`src/rtl/ledpanel_ctrl_writer.sv`:
```
// Packet-to-panel write bridge: header beat selects panel/start address, each pixel beat becomes one ctrl bus write.
// Latency: accepted pixel -> ctrl_en/ctrl_addr/ctrl_wdat registered one cycle later, held for exactly one cycle.
// Backpressure: s_ready low only in reset (and during broadcast replication when CTRL_WRITER_BROADCAST_EN is defined).
module ledpanel_ctrl_writer #(
    parameter int NUM_PANELS  = 8,
    parameter int PIXEL_COUNT = 4096,
    parameter int DATA_WIDTH  = 24
) (
    input  logic                  display_clock,
    input  logic                  reset,
    input  logic                  s_valid,
    output logic                  s_ready,
    input  logic                  s_sop,
    input  logic                  s_eop,
    input  logic [DATA_WIDTH-1:0] s_data,
    output logic [7:0]            ctrl_en,
    output logic [15:0]           ctrl_addr,
    output logic [DATA_WIDTH-1:0] ctrl_wdat,
    output logic [15:0]           pkt_count,
    output logic [15:0]           err_count
);

    localparam logic [7:0]  MAX_PANEL = 8'(NUM_PANELS);
    localparam logic [16:0] ADDR_END  = 17'(PIXEL_COUNT);

`ifdef CTRL_WRITER_BROADCAST_EN
    typedef enum logic [1:0] {IDLE, PIXEL, DROP, BCAST} state_t;
`else
    typedef enum logic [1:0] {IDLE, PIXEL, DROP} state_t;
`endif

    state_t      state_q, state_d;
    logic        ready_q;
    logic [7:0]  panel_q;
    logic [16:0] addr_q;
    logic        acc, hdr_good, addr_full, panel_ok;
    logic        wr_vld, hdr_load, pkt_inc;
    logic [7:0]  wr_panel;
    logic [1:0]  err_inc;
    logic [16:0] err_sum;

    assign acc       = s_valid && s_ready;
    assign addr_full = (addr_q >= ADDR_END);
    assign err_sum   = {1'b0, err_count} + {15'd0, err_inc};

`ifdef CTRL_WRITER_BROADCAST_EN
    logic       bcast_q, eop_pend_q, bcast_go;
    logic [7:0] rep_q;

    assign panel_ok = (s_data[23:16] != 8'd0 && s_data[23:16] <= MAX_PANEL) || (s_data[23:16] == 8'hFF);
    assign bcast_go = (state_q == PIXEL) && acc && !s_sop && !addr_full && bcast_q && (MAX_PANEL > 8'd1);
    assign s_ready  = ready_q && (state_q != BCAST);
`else
    assign panel_ok = (s_data[23:16] != 8'd0 && s_data[23:16] <= MAX_PANEL);
    assign s_ready  = ready_q;
`endif

    assign hdr_good = panel_ok && ({1'b0, s_data[15:0]} < ADDR_END);

    always_ff @(posedge display_clock) begin
        if (reset) state_q <= IDLE;
        else       state_q <= state_d;
    end

    always_comb begin
        state_d = state_q;
        if (acc && s_sop) begin
            // any header, even mid-packet, restarts framing
            state_d = s_eop ? IDLE : (hdr_good ? PIXEL : DROP);
        end else if (acc) begin
            case (state_q)
                PIXEL: begin
                    if (addr_full)  state_d = s_eop ? IDLE : DROP;
`ifdef CTRL_WRITER_BROADCAST_EN
                    else if (bcast_go) state_d = BCAST;
`endif
                    else if (s_eop) state_d = IDLE;
                end
                default: state_d = s_eop ? IDLE : DROP;
            endcase
        end
`ifdef CTRL_WRITER_BROADCAST_EN
        if (state_q == BCAST && rep_q == MAX_PANEL) state_d = eop_pend_q ? IDLE : PIXEL;
`endif
    end

    always_comb begin
        wr_vld   = 1'b0;
        wr_panel = 8'd0;
        hdr_load = 1'b0;
        err_inc  = 2'd0;
        pkt_inc  = 1'b0;
        if (acc && s_sop) begin
            hdr_load = hdr_good;
            err_inc  = {1'b0, state_q == PIXEL} + {1'b0, !hdr_good};
            pkt_inc  = hdr_good && s_eop;
        end else if (acc) begin
            case (state_q)
                IDLE: err_inc = 2'd1;
                PIXEL: begin
                    if (addr_full) begin
                        err_inc = 2'd1;
                    end else begin
                        wr_vld   = 1'b1;
                        wr_panel = panel_q;
                        pkt_inc  = s_eop;
`ifdef CTRL_WRITER_BROADCAST_EN
                        if (bcast_q)  wr_panel = 8'd1;
                        if (bcast_go) pkt_inc  = 1'b0;
`endif
                    end
                end
                default: ;
            endcase
        end
`ifdef CTRL_WRITER_BROADCAST_EN
        if (state_q == BCAST) begin
            wr_vld   = 1'b1;
            wr_panel = rep_q;
            pkt_inc  = (rep_q == MAX_PANEL) && eop_pend_q;
        end
`endif
    end

    always_ff @(posedge display_clock) begin
        if (reset) begin
            ready_q   <= 1'b0;
            ctrl_en   <= 8'd0;
            ctrl_addr <= 16'd0;
            ctrl_wdat <= '0;
            pkt_count <= 16'd0;
            err_count <= 16'd0;
            panel_q   <= 8'd0;
            addr_q    <= 17'd0;
        end else begin
            ready_q <= 1'b1;
            ctrl_en <= wr_vld ? wr_panel : 8'd0;
            // replicas reuse the address/data already on the bus
            if (wr_vld && acc) begin
                ctrl_addr <= addr_q[15:0];
                ctrl_wdat <= s_data;
                addr_q    <= addr_q + 17'd1;
            end
            if (hdr_load) begin
                panel_q <= s_data[23:16];
                addr_q  <= {1'b0, s_data[15:0]};
            end
            if (pkt_inc) pkt_count <= pkt_count + 16'd1;
            err_count <= err_sum[16] ? 16'hFFFF : err_sum[15:0];
        end
    end

`ifdef CTRL_WRITER_BROADCAST_EN
    always_ff @(posedge display_clock) begin
        if (reset) begin
            bcast_q    <= 1'b0;
            eop_pend_q <= 1'b0;
            rep_q      <= 8'd0;
        end else begin
            if (hdr_load) bcast_q <= (s_data[23:16] == 8'hFF);
            if (bcast_go) begin
                rep_q      <= 8'd2;
                eop_pend_q <= s_eop;
            end else if (state_q == BCAST) begin
                rep_q <= rep_q + 8'd1;
            end
        end
    end
`endif

endmodule

```
`config.mk`:
```
export PLATFORM = sky130hd
export DESIGN_NAME = ledpanel_ctrl_writer
export DESIGN_NICKNAME = d
export VERILOG_FILES = /design/src/rtl/ledpanel_ctrl_writer.sv
export SDC_FILE = /design/constraint.sdc
export NUM_CORES = 1
export LEC_CHECK = 0
export CORE_ASPECT_RATIO = 0.8
export CORE_MARGIN = 1.5
export CORE_UTILIZATION = 53
export CTS_CLUSTER_DIAMETER = 60
export DETAILED_ROUTE_END_ITERATION = 12
export PLACE_DENSITY = 0.83
export SLEW_MARGIN = 20
export SYNTH_ARGS = -nofsm -noshare
export SYNTH_HDL_FRONTEND = slang
export SYNTH_SLANG_ARGS = --single-unit
export TNS_END_PERCENT = 100
```
`constraint.sdc`:
```
create_clock -name display_clock -period 6.24 [get_ports display_clock]
set_clock_uncertainty 0.05 [all_clocks]
set_input_delay 1.248 -clock display_clock [delete_from_list [all_inputs] [get_ports display_clock]]
set_output_delay 1.248 -clock display_clock [all_outputs]
set_load 0.02 [all_outputs]
```
==> run summary, run 1 <==
Switching Power: 0.000273 W
Setup Viol. Count Final: 0
via count: 4091
switch share: 0.224
unique cell type count in the Yosys netlist: 47
Crit. End Element: flip-flop
CTS max path bufs: 2
period utilisation layout: 0.725
critical path data arrival time: 4.76 ns
Post-CTS Setup Bufs: 0
Int Pwr: 0.000944 W
Final Cell Area: 0.00576 mm^2
post-synth top area cell: dfxtp_1
pin count of the biggest net entering global routing: 57
CP max FO: 12
Startpoint Class: input pin
Final Critical Period: 4.52 ns
syn_area_per_cell: 8.62 um^2
RSZ-0062 raised after global routing: no
post-route ant nets: 0
share of cells above drive strength 1: 0.0428
H-tree levels: 3
Reg2Reg Setup Slack: 3.26 ns
Cell Area, Placed: 0.00553 mm^2
Slew Viols, Final: 0
Pwr Total: 0.00122 W
Fmax: 221 MHz
Worst-Margin Slew: 0.894 ns
cell area after synthesis: 0.00442 mm^2
outcome: complete, no violations
clk_lat worst skew: 0.37 ns
drt total wl: 11000 um
maximum vdd drop: 0.155 mV
Resized Gates After CTS: 0
die area: 0.00891 mm^2
Yosys reg bits: 108
worst min path class: flip-flop to flip-flop
Hold Buf Count CTS: 0
global route total overflow: 0
Die Wd: 105 um
final hold vios: 0
P&R area growth vs syn: 30.1%
top-area cell type share of the netlist area: 0.489
initial antenna violation count: 0
Synth Warn #: 0
Post-synth top flop: dfxtp_1
Fin Setup TNS: 0 ns
DR pass1 iterations: 5
asr flop ratio synth: 0
WS Path Type: input pin to flip-flop
P per Cell Area: 211 mW/mm^2
total track usage: 0.253
1st-iter DRT viols: 319
crit path from: s_data[12]
Routed WL per cell: 15.4 um
total number of placement rows: 29
R2R Path End: err_count[11]
Clk pwr share: 0.395
Ant. Diodes: 0
CTS tree: done
first-pass GRT wire length: 18100 um
WP data required: 6.48 ns
core area: 0.00802 mm^2
crit-path max cell delay: 0.79 ns
slowest CP cell: or4_1
effective utilization at floorplan: 0.552
Comb pwr share: 0.037
RePlAce Congestion: 0.895
R2R depth: 9
most used cell, CP: ha_1
DP HPWL: 7600 um
TritonCTS Sinks: 108
number of CTS-inserted buffers: 9
clk root buf: clkbuf_8
number of global-route vias before repair: 3649
Fillers: 631
# IOs: 110
Synthesized Nets: 549
worst setup path end: err_count[11]
Max Cap Viol: 0
DRC viols: 0
Post-Syn Instances: 513
relative slew slack: 0.404
CP cell instances: clkdlybuf4s50_1 -> nor4_1 -> nand4_1 -> ha_1 -> a21oi_1 -> nor2_1 -> ha_1 -> inv_1 -> fa_1 -> or4_1 -> a31oi_1
number of port buffers: 109
Post-synth EDFFs: 0
reg2reg start: state_q[1]
Seq/Total Area, Yosys: 0.489
clk slew on worst S/H paths: 0.11 ns
Nets: 639
routed vias/inst: 5.71
Die Y: 84.7 um
power share of the sequential group: 0.568
P_leak: 2.00 nW
top post-synthesis cells by area: dfxtp_1 49%, a21oi_1 7.8%, nand2_1 7.4%
## registers in the layout (all words and copies together) (netlist names)
| register | cells |
|---|---|
| addr_q | 17 |
| ctrl_en | 8 |
| ctrl_wdat | 24 |
| panel_q | 8 |
| err_count | 16 |
| s_ready | 1 |
| state_q | 2 |
| ctrl_addr | 16 |
| pkt_count | 16 |
## worst max-delay path: cells and delay by family
kind	cells	cell delay (ns)
fa+ha+maj	3	1.04
buf+inv	2	0.48
compound gates	2	0.31
simple gates	4	1.67
## cell usage after synthesis (2+ instances only)
master,number
nand2_1,87
nor4_1,6
clkbuf_1,22
buf_2,7
ha_1,6
and4_1,4
a31oi_1,5
or2_2,2
mux2i_1,4
a211oi_1,10
a21oi_1,69
or3_1,5
xor2_1,8
o211ai_1,2
nand3_1,21
and3_1,23
nand4_1,11
a22oi_1,2
dfxtp_1,108
nor2b_1,2
nor3_1,4
o21ai_0,7
or4_1,13
nor2_1,21
buf_4,2
inv_1,12
xnor2_1,7
and2_1,12
o31ai_1,13
## metal layers
metal | track usage | share of wire | vias to the layer above | wire (um)
li1 | - | - | 2002 | -
met1 | 0.368 | 0.48 | 1937 | 5280
met2 | 0.380 | 0.45 | 136 | 4980
met3 | 0.0497 | 0.057 | 16 | 633
met4 | 0.0722 | 0.014 | 0 | 159
met5 | 0 | 0 | - | 0
## metrics by stage
step / worst slack [ns] / util / cells / hold WS (ns)
detailed placement: 1.36 / 0.689 / 700 / 0.388
global placement: 1.52 / 0.689 / 700 / 0.384
global route: 1.53 / 0.718 / 716 / 0.426
floorplan: 2.29 / - / 513 / 0.371
CTS: 1.75 / 0.718 / 716 / 0.411
finish: 1.72 / 0.718 / 716 / 0.408
## worst min-delay path by stage
stage | from | end | cells after the start
after floorplan | panel_q[4] | ctrl_en[4] | 1
after global placement | panel_q[5] | ctrl_en[5] | 1
after detailed placement | panel_q[5] | ctrl_en[5] | 1
after CTS | ctrl_wdat[20] | ctrl_wdat[20] | 2
after global routing | ctrl_wdat[16] | ctrl_wdat[16] | 2
final | panel_q[5] | ctrl_en[5] | 1
## kinds of logic after synthesis
| group | synth area share |
|---|---|
| and+or+nand+nor | 0.255 |
| AOI/OAI and AO/OA | 0.152 |
| DFF | 0.489 |
| buffers and inverters | 0.0421 |
| xor gates and xnor gates | 0.0297 |
| adders and majority gates | 0.0215 |
| muxes | 0.0116 |
## layout make-up
type	count	area (um^2)	area share
clock inverter	7	106	0.0185
inverter	12	45.0	0.00782
multi-input combinational	360	2080	0.361
tap	108	135	0.0235
clock buffer	9	124	0.0215
sequential	108	2160	0.376
timing repair buffer	112	1110	0.193
## cells in the final DEF (no fill, tap or decap), types with 9 or more instances in the layout
master	instances
a211oi_1	10
a21oi_1	69
and2_1	12
and3_1	23
clkbuf_8	9
clkdlybuf4s50_1	108
dfxtp_1	108
inv_1	12
nand2_1	87
nand3_1	21
nand4_1	11
nor2_1	21
o31ai_1	13
or4_1	13
## power by group through the flow
stage | registers, W | logic, W | clock network (W)
finish | 0.000691 | 0.0000450 | 0.000480
floorplan | 0.000708 | 0.0000153 | 0
detailed placement | 0.000707 | 0.0000444 | 0
global route | 0.000692 | 0.0000483 | 0.000521
CTS | 0.000692 | 0.0000444 | 0.000488
global placement | 0.000707 | 0.0000430 | 0
Power figures use the tool's default switching activity.
==> run 2, diff against run 1 <==
--- a/config.mk
+++ b/config.mk
@@ -7,10 +7,10 @@
 export LEC_CHECK = 0
 export CORE_ASPECT_RATIO = 0.8
 export CORE_MARGIN = 1.5
-export CORE_UTILIZATION = 53
+export CORE_UTILIZATION = 49
 export CTS_CLUSTER_DIAMETER = 60
 export DETAILED_ROUTE_END_ITERATION = 12
-export PLACE_DENSITY = 0.83
+export PLACE_DENSITY = 0.78
 export SLEW_MARGIN = 20
 export SYNTH_ARGS = -nofsm -noshare
 export SYNTH_HDL_FRONTEND = slang
==> constraint.sdc (replaced) <==
create_clock -name display_clock -period 4.65 [get_ports display_clock]
set_clock_uncertainty 0.05 [all_clocks]
set_input_delay 0.93 -clock display_clock [delete_from_list [all_inputs] [get_ports display_clock]]
set_output_delay 0.93 -clock display_clock [all_outputs]
set_load 0.02 [all_outputs]
==> run 2 against run 1 <==
Total power up 41%; critical path depth unchanged; register-to-register slack worse by 1.4 ns; global-route usage down 1.9 points; first-iteration DRC count down 36%; setup slack worse by 1.1 ns; die area up 7.9%; utilization down 4.2 points; non-clock buffer count up 2; routed wire length down 0.20%.
==> run summary, run 2 (synthesis results as in run 1) <==
multi-input logic area: 0.00208 mm^2
cell family with most CP delay: simple AND/OR/NAND/NOR gates
number of port buffers: 109
DR pass1 iterations: 5
clk slew on worst S/H paths: 0.07 ns
Die Y: 88.0 um
share of cells above drive strength 1: 0.0459
maximum vdd drop: 0.199 mV
Ant. Diodes: 0
CTS tree: done
die area: 0.00961 mm^2
effective utilization at floorplan: 0.512
via count: 3997
CTS max path bufs: 2
Largest Register: ctrl_wdat
period utilisation layout: 0.865
Hold Buf Count CTS: 0
Placed Cells: 706
Buf/Inv on CP: 2
P_leak: 2.02 nW
Die Wd: 109 um
critical path data arrival time: 4.23 ns
Startpoint Class: input pin
WP data required: 4.86 ns
drt total wl: 11000 um
total track usage: 0.233
routed vias/inst: 5.54
Post-CTS Setup Bufs: 0
final hold vios: 0
core area: 0.00863 mm^2
max reg flops: 24
worst min path class: flip-flop to flip-flop
clk root buf: clkbuf_16
P per Cell Area: 294 mW/mm^2
RSZ-0062 raised after global routing: no
relative slew slack: 0.396
crit-path max cell delay: 0.77 ns
Crit. End Element: flip-flop
Routed WL per cell: 15.3 um
Nets: 641
Fin Setup TNS: 0 ns
initial antenna violation count: 0
WS Path Type: input pin to flip-flop
Setup Viol. Count Final: 0
post-route ant nets: 0
Fmax: 249 MHz
# IOs: 110
total number of placement rows: 30
Layout Cells excl Fill: 722
slowest CP cell: or4_1
first-pass GRT wire length: 17600 um
H-tree levels: 3
number of CTS-inserted buffers: 9
highest-count cells in the layout ignoring fill and taps: 108 x dfxtp_1, 108 x clkdlybuf4s50_1, 87 x nand2_1
DRC viols: 0
Top Registers: ctrl_wdat (24), addr_q (17)
Fillers: 732
1st-iter DRT viols: 204
DP HPWL: 7750 um
TritonCTS Sinks: 108
clk_lat worst skew: 0.35 ns
P&R area growth vs syn: 31.8%
global route total overflow: 0
Worst-Margin Slew: 0.906 ns
Max Cap Viol: 0
RePlAce Congestion: 0.884
CP cell instances: clkdlybuf4s50_1 -> nor4_1 -> nand4_1 -> ha_1 -> a21oi_1 -> nor2_1 -> ha_1 -> inv_1 -> fa_1 -> or4_1 -> a21oi_1
sequential cell area: 0.00216 mm^2
Slew Viols, Final: 0
number of global-route vias before repair: 3632
pin count of the biggest net entering global routing: 56
Final Critical Period: 4.02 ns
outcome: complete, no violations
CP max FO: 12
Resized Gates After CTS: 0
==> run 2: through the flow <==
step | power [W] | instance area, um^2 | util | hold slack, ns | setup WS, ns
2_1_floorplan | 0.000971 | 4420 | - | 0.371 | 1.02
3_3_place_gp | 0.00101 | 5550 | 0.642 | 0.386 | 0.422
3_5_place_dp | 0.00101 | 5550 | 0.642 | 0.390 | 0.336
4_1_cts | 0.00173 | 5830 | 0.676 | 0.408 | 0.690
5_1_grt | 0.00177 | 5830 | 0.676 | 0.427 | 0.370
6_report | 0.00172 | 5830 | 0.676 | 0.407 | 0.630
==> run 2: metal layers <==
layer | part of all wire | up-vias | GRT usage | wire length [um]
met2 | 0.45 | 107 | 0.353 | 4930
met3 | 0.043 | 15 | 0.0528 | 473
li1 | - | 2000 | - | -
met1 | 0.50 | 1875 | 0.336 | 5470
met4 | 0.013 | 0 | 0.0626 | 145
met5 | 0 | - | 0 | 0
==> run 2: cell type report <==
class | count | share of cell area
flip-flops and latches | 108 | 0.371
multi-input cells | 360 | 0.356
repair buffers | 114 | 0.193
clock buffers | 9 | 0.0386
well taps | 112 | 0.0240
clock inverters | 7 | 0.0103
inverters | 12 | 0.00772
==> run 2: path summary, 6_finish.rpt <==
kind,start,endpoint,slack (ns),cells after the start
setup / recovery,s_data[12],err_count[9],0.63,11
hold / removal,ctrl_wdat[6],ctrl_wdat[6],0.41,2
hold reg to reg,ctrl_wdat[6],ctrl_wdat[6],0.41,2
setup reg to reg,state_q[1],err_count[9],1.84,9
==> run 2: where the power goes <==
group	leakage, nW	switching (W)	internal, W	total, W
combinational	1.02	0.0000320	0.0000274	0.0000594
sequential	0.870	0.00000166	0.000926	0.000927
clock	0.130	0.000359	0.000371	0.000730
==> run 2: worst min-delay path: stages (launching register included) <==
cell     delay, ns
dfxtp_1       0.31
nand2_1       0.05
a21oi_1       0.05
==> run 3, diff against run 2 <==
==> constraint.sdc (replaced) <==
create_clock -name display_clock -period 3.85 [get_ports display_clock]
set_clock_uncertainty 0.05 [all_clocks]
set_input_delay 0.77 -clock display_clock [delete_from_list [all_inputs] [get_ports display_clock]]
set_output_delay 0.77 -clock display_clock [all_outputs]
set_load 0.02 [all_outputs]
==> run 3 against run 2 <==
Sequential cell count unchanged; combinational power increased by 26%; cell count increased by 0.83%; cell area increased by 1.3%; register-to-register slack got worse by 0.71 ns; total power increased by 23%; die area unchanged; clock power increased by 25%; first-iteration DRC count increased by 25%; critical path depth increased by 1.
==> run summary, run 3 (synthesis results as in run 1) <==
outcome: complete, no violations
effective utilization at floorplan: 0.512
Hold Buf Count CTS: 0
number of port buffers: 109
CP cell instances: clkdlybuf4s50_1 -> nor4_2 -> nand4_1 -> ha_1 -> a21oi_1 -> nor2_1 -> ha_1 -> inv_1 -> fa_1 -> or4_1 -> buf_4 -> a21oi_1
number of CTS-inserted buffers: 9
total number of placement rows: 30
Crit. End Element: flip-flop
Die Y: 88.0 um
worst min path class: flip-flop to flip-flop
dpl ws: -0.256 ns
CP max FO: 12
DRC viols: 0
initial antenna violation count: 0
total track usage: 0.240
post-route ant nets: 0
crit-path max cell delay: 0.53 ns
max reg flops: 24
Nets: 647
R2R Path End: err_count[8]
1st-iter DRT viols: 255
TritonCTS Sinks: 108
hold_ws: 0.405 ns
slowest CP cell: or4_1
Ant. Diodes: 0
crit path from: s_data[12]
Die Wd: 109 um
Largest Register: ctrl_wdat
maximum vdd drop: 0.259 mV
Worst-Margin Slew: 0.713 ns
Slew Viols, Final: 0
clk_lat worst skew: 0.34 ns
worst setup path end: err_count[8]
RePlAce Congestion: 0.901
routed vias/inst: 5.55
via count: 4041
number of global-route vias before repair: 3715
R2R depth: 10
P per Cell Area: 357 mW/mm^2
global route total overflow: 0
drt total wl: 11300 um
DR pass1 iterations: 4
clk slew on worst S/H paths: 0.07 ns
share of cells above drive strength 1: 0.0584
pin count of the biggest net entering global routing: 45
Top Registers: ctrl_wdat (24), addr_q (17)
fin util: 0.684
P&R area growth vs syn: 33.5%
H-tree levels: 3
WS Path Type: input pin to flip-flop
Startpoint Class: input pin
first-pass GRT wire length: 18100 um
reg2reg start: state_q[1]
WP data required: 4.05 ns
highest-count cells in the layout ignoring fill and taps: 108 x dfxtp_1, 108 x clkdlybuf4s50_1, 87 x nand2_1
critical path data arrival time: 3.77 ns
RSZ-0062 raised after global routing: no
final hold vios: 0
Max Cap Viol: 0
Final Critical Period: 3.57 ns
period utilisation layout: 0.927
Fin Setup TNS: 0 ns
Setup Viol. Count Final: 0
relative slew slack: 0.523
die area: 0.00961 mm^2
# IOs: 110
clk root buf: clkbuf_16
Reg2Reg Setup Slack: 1.13 ns
CTS tree: done
P_leak: 2.07 nW
Routed WL per cell: 15.5 um
core area: 0.00863 mm^2
CTS max path bufs: 2
DP HPWL: 8090 um
slack of the critical path: 0.280 ns
Fmax: 280 MHz
==> run 3: cell types whose count changed in the layout (fill, tap and decap cells not counted), sizes merged <==
cell | before | now
clkinv | 2 | 3
buf | 6 | 12
inv | 14 | 16
clkinvlp | 3 | 0
==> run 3: power breakdown <==
| part | total, W | internal [W] | switching [W] |
|---|---|---|---|
| clock | 0.000913 | 0.000463 | 0.000450 |
| combinational | 0.0000750 | 0.0000345 | 0.0000404 |
| sequential | 0.00112 | 0.00112 | 0.00000203 |
| total | 0.00211 | 0.00162 | 0.000492 |
==> run 3: cell type report <==
class | instances | area, um^2
clock buffers | 9 | 225
repair buffers | 120 | 1170
flip-flops and latches | 108 | 2160
multi-input cells | 360 | 2090
well taps | 112 | 140
fillers | 740 | 2730
clock inverters | 7 | 76.3
inverters | 12 | 45.0
==> run 3: critical path, delay by kind of cell <==
kind	cells	cell delay (ns)
buffers and inverters	3	0.69
adders and majority gates	3	0.89
AOI/OAI and AO/OA	2	0.23
and+or+nand+nor	4	1.18
==> run 3: through the flow <==
| stage | instance area [um^2] | std cells | power [W] |
|---|---|---|---|
| floorplan | 4420 | 513 | 0.00117 |
| global placement | 5590 | 712 | 0.00122 |
| detailed placement | 5590 | 712 | 0.00122 |
| CTS | 5890 | 728 | 0.00212 |
| global route | 5910 | 728 | 0.00218 |
| finish | 5910 | 728 | 0.00211 |
==> run 3: timing repair <==
item	CTS	global route
setup endpoints to repair	0	13
gates resized for setup	0	2
setup buffers	0	0
==> run 3: layer usage <==
layer  up-vias  global-route usage  part of all wire
li1       2015                   -                 -
met5         -                   0                 0
met2       114               0.364              0.45
met1      1895               0.346              0.48
met4         0              0.0779             0.017
met3        17              0.0461             0.047
==> run 3: worst min path at each step <==
stage	start	to	cells past startpoint
floorplan	panel_q[4]	ctrl_en[4]	1
global placement	panel_q[5]	ctrl_en[5]	1
detailed placement	panel_q[7]	ctrl_en[7]	1
CTS	ctrl_wdat[12]	ctrl_wdat[12]	2
global route	panel_q[7]	ctrl_en[7]	1
finish	ctrl_wdat[18]	ctrl_wdat[18]	2
